$ cat src/rtl/clint_timer_if.sv
// Register-bus bundle between the AXI-to-reg bridge (master) and the CLINT (slave).
// Single-cycle request, response one cycle later; the slave never stalls.
interface clint_timer_if #(
  parameter int ADDR_WIDTH = 16
);
  logic                  req_i;
  logic                  we_i;
  logic [ADDR_WIDTH-1:0] addr_i;
  logic [31:0]           wdata_i;
  logic [3:0]            be_i;
  logic                  gnt_o;
  logic                  rvalid_o;
  logic [31:0]           rdata_o;
  logic                  err_o;

  modport master (
    output req_i, we_i, addr_i, wdata_i, be_i,
    input  gnt_o, rvalid_o, rdata_o, err_o
  );

  modport slave (
    input  req_i, we_i, addr_i, wdata_i, be_i,
    output gnt_o, rvalid_o, rdata_o, err_o
  );
endinterface

$ cat src/rtl/clint_timer.sv
// CLINT: 64-bit mtime with prescaled/external/test tick, per-hart mtimecmp and msip.
// Bus always granted, response one cycle after the request; IRQ one cycle after the compare holds.
module clint_timer #(
  parameter int NR_CORES    = 1,
  parameter int ADDR_WIDTH  = 16,
  parameter int USE_EXT_RTC = 0,
  parameter int DIV_WIDTH   = 16
) (
  input  logic                clk_i,
  input  logic                rst_i,
  input  logic                testmode_i,
  input  logic                rtc_i,
  clint_timer_if.slave        bus,
  output logic [NR_CORES-1:0] timer_irq_o,
  output logic [NR_CORES-1:0] ipi_o
);

  localparam logic [12:0] NC = 13'(NR_CORES);
  localparam logic [DIV_WIDTH-1:0] DIV_ONE = {{(DIV_WIDTH-1){1'b0}}, 1'b1};

  logic [63:0]          mtime_q, mtime_d;
  logic [63:0]          cmp_q [NR_CORES];
  logic [63:0]          cmp_d [NR_CORES];
  logic [NR_CORES-1:0]  msip_q, msip_d;
  logic [NR_CORES-1:0]  irq_q, irq_d;
  logic [DIV_WIDTH-1:0] div_q, div_d;
  logic [DIV_WIDTH-1:0] pcnt_q, pcnt_d;
  logic [2:0]           rtc_sync_q;
  logic                 ext_tick_q;
  logic                 rvalid_q, err_q, err_d;
  logic [31:0]          rdata_q, rdata_d;

  logic [15:0] off, cmp_off;
  logic [11:0] msip_idx, cmp_idx;
  logic        hi_zero, msip_hit, cmp_hit, div_hit, mtime_hit, hit;
  logic        wr, rd, tick, pcnt_tick;
  logic [31:0] mask, div_ext;
  logic        unused_bits;

  function automatic logic [31:0] merge(input logic [31:0] old, input logic [31:0] nw,
                                        input logic [31:0] m);
    return (old & ~m) | (nw & m);
  endfunction

  // Hart indices are range-checked here so out-of-range harts fall through to the error path
  assign off       = bus.addr_i[15:0];
  assign cmp_off   = off - 16'h4000;
  assign msip_idx  = off[13:2];
  assign cmp_idx   = cmp_off[14:3];
  assign hi_zero   = ((bus.addr_i >> 16) == '0);
  assign msip_hit  = hi_zero && (off[15:14] == 2'b00) && ({1'b0, msip_idx} < NC);
  assign cmp_hit   = hi_zero && (off >= 16'h4000) && (off < 16'hBFF0) && ({1'b0, cmp_idx} < NC);
  assign div_hit   = hi_zero && (off[15:2] == 14'h2FFC);
  assign mtime_hit = hi_zero && (off[15:3] == 13'h17FF);
  assign hit       = msip_hit | cmp_hit | div_hit | mtime_hit;
  assign wr        = bus.req_i & bus.we_i & (|bus.be_i);
  assign rd        = bus.req_i & ~bus.we_i;
  assign mask      = {{8{bus.be_i[3]}}, {8{bus.be_i[2]}}, {8{bus.be_i[1]}}, {8{bus.be_i[0]}}};
  assign div_ext   = 32'(div_q);
  assign unused_bits = ^{off[1:0], cmp_off[2:0], cmp_off[15]};

  assign pcnt_tick = (pcnt_q == div_q);
  assign tick      = testmode_i | ((USE_EXT_RTC != 0) ? ext_tick_q : pcnt_tick);

  always_comb begin
    mtime_d = tick ? mtime_q + 64'd1 : mtime_q;
    cmp_d   = cmp_q;
    msip_d  = msip_q;
    div_d   = div_q;
    pcnt_d  = pcnt_tick ? '0 : pcnt_q + DIV_ONE;
    rdata_d = '0;
    err_d   = bus.req_i & ~hit;

    if (wr) begin
      for (int i = 0; i < NR_CORES; i++) begin
        if (msip_hit && msip_idx == 12'(i) && bus.be_i[0]) msip_d[i] = bus.wdata_i[0];
        if (cmp_hit && cmp_idx == 12'(i)) begin
          if (off[2]) cmp_d[i][63:32] = merge(cmp_q[i][63:32], bus.wdata_i, mask);
          else        cmp_d[i][31:0]  = merge(cmp_q[i][31:0],  bus.wdata_i, mask);
        end
      end
      if (div_hit) begin
        div_d  = DIV_WIDTH'(merge(div_ext, bus.wdata_i, mask));
        pcnt_d = '0;
      end
      // A concurrent tick is dropped: both words start from the pre-tick value
      if (mtime_hit) begin
        if (off[2]) mtime_d = {merge(mtime_q[63:32], bus.wdata_i, mask), mtime_q[31:0]};
        else        mtime_d = {mtime_q[63:32], merge(mtime_q[31:0], bus.wdata_i, mask)};
      end
    end

    if (rd) begin
      for (int i = 0; i < NR_CORES; i++) begin
        if (msip_hit && msip_idx == 12'(i)) rdata_d = {31'b0, msip_q[i]};
        if (cmp_hit && cmp_idx == 12'(i))   rdata_d = off[2] ? cmp_q[i][63:32] : cmp_q[i][31:0];
      end
      if (div_hit)   rdata_d = div_ext;
      if (mtime_hit) rdata_d = off[2] ? mtime_q[63:32] : mtime_q[31:0];
    end

    for (int i = 0; i < NR_CORES; i++) irq_d[i] = (mtime_q >= cmp_q[i]);
  end

  always_ff @(posedge clk_i or posedge rst_i) begin
    if (rst_i) begin
      mtime_q    <= '0;
      for (int i = 0; i < NR_CORES; i++) cmp_q[i] <= '1;
      msip_q     <= '0;
      irq_q      <= '0;
      div_q      <= DIV_ONE;
      pcnt_q     <= '0;
      rtc_sync_q <= '0;
      ext_tick_q <= 1'b0;
      rvalid_q   <= 1'b0;
      err_q      <= 1'b0;
      rdata_q    <= '0;
    end else begin
      mtime_q    <= mtime_d;
      cmp_q      <= cmp_d;
      msip_q     <= msip_d;
      irq_q      <= irq_d;
      div_q      <= div_d;
      pcnt_q     <= pcnt_d;
      rtc_sync_q <= {rtc_sync_q[1:0], rtc_i};
      ext_tick_q <= rtc_sync_q[1] & ~rtc_sync_q[2];
      rvalid_q   <= bus.req_i;
      err_q      <= err_d;
      rdata_q    <= rdata_d;
    end
  end

  assign bus.gnt_o    = 1'b1;
  assign bus.rvalid_o = rvalid_q;
  assign bus.err_o    = err_q;
  assign bus.rdata_o  = rdata_q;
  assign timer_irq_o  = irq_q;
  assign ipi_o        = msip_q;

endmodule

$ cat src/flat_wrapper.sv
// flat-port wrapper written by rule: the top's interface ports become plain ports
module clint_timer_flat 
#(
  parameter int NR_CORES    = 1,
  parameter int ADDR_WIDTH  = 16,
  parameter int USE_EXT_RTC = 0,
  parameter int DIV_WIDTH   = 16
)
  (clk_i, rst_i, testmode_i, rtc_i, timer_irq_o, ipi_o, bus_req_i, bus_we_i, bus_addr_i, bus_wdata_i, bus_be_i, bus_gnt_o, bus_rvalid_o, bus_rdata_o, bus_err_o);
  clint_timer_if #(.ADDR_WIDTH(ADDR_WIDTH)) bus_i ();
  input  logic clk_i;
  input  logic rst_i;
  input  logic testmode_i;
  input  logic rtc_i;
  output logic [NR_CORES-1:0] timer_irq_o;
  output logic [NR_CORES-1:0] ipi_o;
  input wire logic [$bits(bus_i.req_i)-1:0] bus_req_i;
  input wire logic [$bits(bus_i.we_i)-1:0] bus_we_i;
  input wire logic [$bits(bus_i.addr_i)-1:0] bus_addr_i;
  input wire logic [$bits(bus_i.wdata_i)-1:0] bus_wdata_i;
  input wire logic [$bits(bus_i.be_i)-1:0] bus_be_i;
  output wire logic [$bits(bus_i.gnt_o)-1:0] bus_gnt_o;
  output wire logic [$bits(bus_i.rvalid_o)-1:0] bus_rvalid_o;
  output wire logic [$bits(bus_i.rdata_o)-1:0] bus_rdata_o;
  output wire logic [$bits(bus_i.err_o)-1:0] bus_err_o;
  assign bus_i.req_i = bus_req_i;
  assign bus_i.we_i = bus_we_i;
  assign bus_i.addr_i = bus_addr_i;
  assign bus_i.wdata_i = bus_wdata_i;
  assign bus_i.be_i = bus_be_i;
  assign bus_gnt_o = bus_i.gnt_o;
  assign bus_rvalid_o = bus_i.rvalid_o;
  assign bus_rdata_o = bus_i.rdata_o;
  assign bus_err_o = bus_i.err_o;
  clint_timer #(.NR_CORES(NR_CORES), .ADDR_WIDTH(ADDR_WIDTH), .USE_EXT_RTC(USE_EXT_RTC), .DIV_WIDTH(DIV_WIDTH)) u_core (.clk_i(clk_i), .rst_i(rst_i), .testmode_i(testmode_i), .rtc_i(rtc_i), .bus(bus_i), .timer_irq_o(timer_irq_o), .ipi_o(ipi_o));
endmodule
$ cat config.mk
export PLATFORM = sky130hd
export DESIGN_NAME = clint_timer_flat
export DESIGN_NICKNAME = d
export VERILOG_FILES = /design/src/rtl/clint_timer_if.sv /design/src/rtl/clint_timer.sv /design/src/flat_wrapper.sv
export SDC_FILE = /design/constraint.sdc
export NUM_CORES = 1
export LEC_CHECK = 0
export BUFFER_PORTS_ARGS = -buffer_cell sky130_fd_sc_hd__buf_4
export CORE_MARGIN = 4
export CORE_UTILIZATION = 58
export CTS_CLUSTER_DIAMETER = 40
export CTS_CLUSTER_SIZE = 8
export DETAILED_ROUTE_END_ITERATION = 7
export GPL_TIMING_DRIVEN = 0
export PLACE_DENSITY = 0.77
export SETUP_SLACK_MARGIN = 0.05
export SYNTH_ARGS = -nofsm -noshare
export SYNTH_HDL_FRONTEND = slang
export SYNTH_SLANG_ARGS = --single-unit
$ cat constraint.sdc
create_clock -name clk_i -period 11 [get_ports clk_i]
set_input_delay 1.1 -clock clk_i [delete_from_list [all_inputs] [get_ports clk_i]]
set_output_delay 1.1 -clock clk_i [all_outputs]
set_load 0.01 [all_outputs]
==> results of run 1 <==
stage by stage:
stage / std cells / worst slack (ns) / total power, mW / area, sq um / hold WS (ns)
after floorplan: 1285 / 4.667 / 0.9159 / 12130 / 0.4710
after global placement: 1643 / 2.398 / 0.9999 / 13130 / 0.4918
after detailed placement: 1644 / 6.981 / 1.008 / 13170 / 0.5034
after CTS: 1676 / 7.422 / 1.630 / 13750 / 0.5177
after global routing: 1676 / 7.182 / 1.692 / 13750 / 0.5453
final: 1676 / 7.330 / 1.633 / 13750 / 0.5190
critical path, cell delays in order:
cell and delay [ns]:
buf_4 0.12, nand4b_1 0.20, nor3_1 0.91, o21ai_0 0.78, clkbuf_1 0.44, o21ai_0 0.15
o21ai_0 0.16, nor2_1 0.17
path summary, 6_finish.rpt:
| check | slack, ns | endpoint | start | cells past startpoint |
|---|---|---|---|---|
| worst max-delay path | 7.33 | u_core.bus.rdata_o[5] | bus_addr_i[14] | 8 |
| worst min register to register | 0.52 | flip-flop | flip-flop | 2 |
| max in group asynchronous | 9.32 | u_core.mtime_q[54] | rst_i | 3 |
| worst min-delay path | 0.52 | flip-flop | flip-flop | 2 |
| min in group asynchronous | 0.67 | u_core.bus.rdata_o[2] | rst_i | 2 |
| worst max register to register | 7.53 | u_core.timer_irq_o | u_core.mtime_q[47] | 7 |
per-layer routing:
| layer | part of all wire, % | GRT usage (%) | routed length (microns) | vias to the layer above |
|---|---|---|---|---|
| li1 | - | - | - | 4918 |
| met1 | 39 | 39.83 | 14590 | 5278 |
| met2 | 46 | 51.61 | 17310 | 562 |
| met3 | 8.4 | 7.583 | 3122 | 177 |
| met4 | 6.2 | 17.69 | 2331 | 0 |
| met5 | 0 | 0 | 0 | - |
report_power, final:
group	switching [mW]	leakage, nW	internal (mW)
logic	0.146	3.38	0.0840
registers	0.0325	2.46	0.740
clock network	0.324	0.284	0.306
total	0.503	6.12	1.13
cell families after synthesis:
family                   share of synthesized area (%)
adder cells (fa/ha/maj)                          6.807
XOR/XNOR                                         2.166
multiplexers                                     12.32
flip-flops                                       41.10
AND/OR/NAND/NOR                                  20.58
buffers and inverters                            4.476
other                                          0.03091
AO/OA/AOI/OAI                                    12.52
layout by cell type (no fill, tap or decap), types with 20 or more instances in the layout:
cell type  count
nor3_1        29
o211ai_1      24
mux2i_1       65
xor2_1        26
clkbuf_1      38
o21ai_0       77
o22ai_1       20
a21oi_1       30
and3_1        26
ha_1          66
inv_1         76
nand2_1      118
and2_1        27
nor4_1        24
dfstp_2       65
nand3_1       66
dfrtp_1      131
mux2_2        75
nand4_1       43
buf_4         89
nor2_1        99
layout make-up:
| class | instances | share of cell area [%] |
|---|---|---|
| clock inverter | 14 | 1.155 |
| tap | 270 | 2.456 |
| clock buffer | 18 | 3.120 |
| multi-input combinational | 955 | 48.01 |
| sequential | 196 | 36.25 |
| buffer | 57 | 1.847 |
| inverter | 77 | 2.156 |
| timing repair buffer | 89 | 5.004 |
==> metrics.txt, run 1 <==
Pre-antenna DRT Iters=5; gr usage total=32.03%; Slew headroom=21.23%; post-CTS sizing=0; vias per cell=6.524; Synth Area per Inst=~9.4 sq um; register area=4986 sq um; Die ar.=23290 sq um; worst vdd ir=a little under 0.0001 V; die extent in x=152.6 microns; max-slew violations=0; Initial Utilization=59.38%; layout cells sized above 1=21.34%; WP data arrival=4.05 ns; ys async rst share=100.0%; share of the synthesized area in the top cell type=a little over a quarter; area grow syn2layout=13.37%; period utilization=between 30% and 40%; CP Capture Type=flip-flop; hold-fix buffers at CTS=0; Post-Route Skew=between 0.01 and 0.015 ns; number of placement rows=52; syn nets=1409; H-Tree Depth=4; CP Max Fanout=10; Syn. warnings=0; Min Clock Period, post-route=~3.7 ns; sequential area share after synthesis=41.10%; Final HPWL DP=27820 microns; worst-margin pin slew=1.169 ns; Synth area leaders=dfrtp_1 (27%), dfstp_2 (14%), mux2_2 (7.0%), ha_1 (6.8%), mux2i_1 (5.4%); Final Setup Violations=0; Worst-Skew Late Latency=roughly 0.45 ns; post-synthesis register bit count=196; Core Region=just over 20000 sq um; Data required, critical path=11.38 ns; Mapped Area=around 12000 sq um; Filler Cells Inserted=around 1700; Hold Violations, Final=0; RSZ-0062 raised after global routing=no; routability congestion estimate=1.019; status=finished clean; Routed wire per std cell=22.29 microns; leading area contributor after synthesis=dfrtp_1; Final nets=~1500; fmax=around 0.27 GHz; CTS tree=done; Commonest cells post-synth=dfrtp_1 (131), nand2_1 (118), nor2_1 (99), inv_1 (77), o21ai_0 (77); grt total ovfl=0; initial DRC count=1193; via count=10940; CTS Buffer Depth=2; CTS sink count=between 150 and 200; Port Buffers=just under 90; total wire length=37350 microns; CP Class=input port to flip-flop; # Post-CTS Setup Buffers=0; clock transition at the registers of the reported paths=0.08 ns; die height=152.6 microns; ys flop type=dfrtp_1; most common cell in the netlist=dfrtp_1; vias in the first global route=approximately 11000; antenna violations before repair=0; CTS Root Cell=clkbuf_16; number of synthesized flops with an enable pin=0; post-route ant nets=0; largest net degree at the start of global routing=125; PD cells=~120 nW/um^2; Syn Inst Count=about 1300; LEAKAGE=6.121 nW; first-pass GRT wire length=59350 microns; max-cap viol count=0; fin util=67.32%; area of the multi-input gates=6603 sq um; CTS Buf Count=17; number of diodes=0; Synth cell types=69; Worst setup SP type=input port; Top Ports=between 90 and 100; Worst Hold Class=flip-flop to flip-flop; setup TNS=0 ns; DR DRC count=0
Note: power is estimated with default switching activity, not from simulation.
==> run 2: changes to the inputs <==
clock period = 3.4 ns   (was 11 ns; I/O delays follow)
==> run 2 against run 1 <==
  * Core utilization increased by 0.34 points
  * Global-route usage increased by 0.20 points
  * Sequential power increased to 3.2 times the previous value
  * Register-to-register slack got worse by 7.3 ns
  * Power increased to 3.2 times the previous value
  * First-iteration DRC count decreased by 4.3%
  * Largest cell class unchanged
  * Highest routed layer unchanged
==> metrics.txt, run 2 (same netlist as run 1, synthesis figures left out) <==
Die ar.=23290 sq um (unchanged); CTS Buffer Depth=2 (unchanged); CTS Buf Count=17 (unchanged); CP Capture Type=flip-flop; setup TNS=0 ns (unchanged); total wire length=37730 microns (+1.0%); worst vdd ir=0.0003011 V (+210%); Pwr Total=5.304 mW (+220%); clock transition at the registers of the reported paths=0.08 ns (about the same); register area=4986 sq um (unchanged); period utilization=92.56%; LEAKAGE=6.143 nW (+0.35%); PD cells=383.8 nW/um^2 (+220%); CP top delay family=simple AND/OR/NAND/NOR gates; via count=10950 (+0.15%); placed insts=1647 (+0.18%); DR DRC count=0 (unchanged); Min Clock Period, post-route=between 3 and 4 ns; vias per cell=6.522 (about the same); area grow syn2layout=13.93%; initial DRC count=1142 (-4.3%); antenna violations before repair=0 (unchanged); Port Buffers=88 (unchanged); commonest non-fill, non-tap cells in the layout=dfrtp_1 (131), nand2_1 (118), nor2_1 (98), buf_4 (89), o21ai_0 (77); fmax=0.3177 GHz; Hold Violations, Final=0 (unchanged); Internal=3.665 mW (+220%); number of diodes=0 (unchanged); Sw Share=30.91% (+0.15 points); grt total ovfl=0 (unchanged); combinational share of power=14.3% (+0.2 points); Filler Cells Inserted=1656 (-3.4%); RSZ-0062 raised after global routing=no; Routed wire per std cell=22.47 microns (+0.83%); Post-Route Skew=0.01570 ns (+0.003106 ns); post-route ant nets=0 (unchanged); fin cells=1679 (+0.18%); gr usage total=32.23% (+0.20 points); CP Class=flip-flop to flip-flop; DP Worst Slack=0.04703 ns (-6.934 ns); CTS sink count=196 (unchanged); largest net degree at the start of global routing=45 (-64%); WHS=0.004858 ns (-0.5142 ns); post-CTS sizing=0 (unchanged); Psw=1.640 mW (+230%); first-pass GRT wire length=59610 microns (+0.44%); Initial Utilization=59.38% (unchanged); die extent in x=152.6 microns (unchanged); number of placement rows=52 (unchanged); CP Max Fanout=9 (-1); Top Ports=95 (unchanged); WP data arrival=3.47 ns (-0.58 ns); max-slew violations=0 (unchanged); Clock Power Share=38.4% (-0.2 points); area of the multi-input gates=6623 sq um (+0.30%); max-cap viol count=0 (unchanged); CTS Root Cell=clkbuf_16; worst-margin pin slew=1.242 ns (+0.07255 ns); Worst setup SP type=flip-flop; Worst-Skew Late Latency=0.46 ns (about the same); critical path cell sequence=clkbuf_1, nand3_1, or4_4, nor3_1, nand4_1, o32ai_1, a21oi_1; Final Setup Violations=0 (unchanged); CTS tree=done; Data required, critical path=3.73 ns (-7.65 ns); die height=152.6 microns (unchanged); Final nets=1520 (+0.20%); routability congestion estimate=0.9973 (-2.1%); vias in the first global route=11060 (+0.21%); Pre-antenna DRT Iters=6 (+1); hold-fix buffers at CTS=0 (unchanged); CP peak stage delay=0.64 ns (-0.27 ns); Final Worst Setup Slack=0.2529 ns (-7.077 ns); slowest CP cell=nor3_1; H-Tree Depth=4 (unchanged); Core Region=20430 sq um (unchanged); buffer and inverter count on the worst path=1 (-1); # Post-CTS Setup Buffers=0 (unchanged); most common cell after layout, fill and taps aside=dfrtp_1; Flop pwr share=47.2% (about the same); Worst Hold Class=input port to flip-flop; Final HPWL DP=28310 microns (+1.8%); status=finished clean; Slew headroom=16.58% (-4.6 points); layout cells sized above 1=21.79% (+0.45 points)
run 2: metal layers:
layer	vias up	wire length (microns)	GRT usage, %
met4	0	2190	17.56
met1	5287	14780	39.93
met5	-	0	0
met3	169	2989	6.759
met2	576	17770	52.88
li1	4919	-	-
run 2: power by group through the flow:
| stage | logic (mW) | clock network (mW) | registers (mW) |
|---|---|---|---|
| 3_3_place_gp | 0.704 | 0 | 2.53 |
| 5_1_grt | 0.824 | 2.15 | 2.51 |
| 2_1_floorplan | 0.460 | 0 | 2.50 |
| 3_5_place_dp | 0.731 | 0 | 2.54 |
| 4_1_cts | 0.737 | 2.05 | 2.50 |
| 6_report | 0.761 | 2.04 | 2.50 |
run 2: final timing paths:
path	slack [ns]	cells after the start	endpoint	start
max in group asynchronous	2.29	4	async pin	rst_i
worst max-delay path	0.25	7	u_core.mtime_q[54]	u_core.mtime_q[24]
worst min register to register	0.51	2	flip-flop	flip-flop
worst max register to register	0.25	7	u_core.mtime_q[54]	u_core.mtime_q[24]
min in group asynchronous	0.07	2	async pin	rst_i
worst min-delay path	0.005	1	u_core.bus.rvalid_o	bus_req_i
run 2: final cells by class:
| cell class | instances | share of cell area [%] |
|---|---|---|
| repair buffers | 92 | 5.359 |
| flip-flops and latches | 196 | 36.07 |
| plain buffers | 57 | 1.838 |
| multi-input cells | 955 | 47.91 |
| inverters | 77 | 2.118 |
| clock buffers | 18 | 3.105 |
| clock inverters | 14 | 1.150 |
| well taps | 270 | 2.444 |
run 2: metrics by stage:
stage	utilization (%)	area [sq um]
detailed placement	64.68	13210
CTS	67.56	13800
finish	67.66	13820
global route	67.66	13820
global placement	64.29	13130
floorplan	-	12140
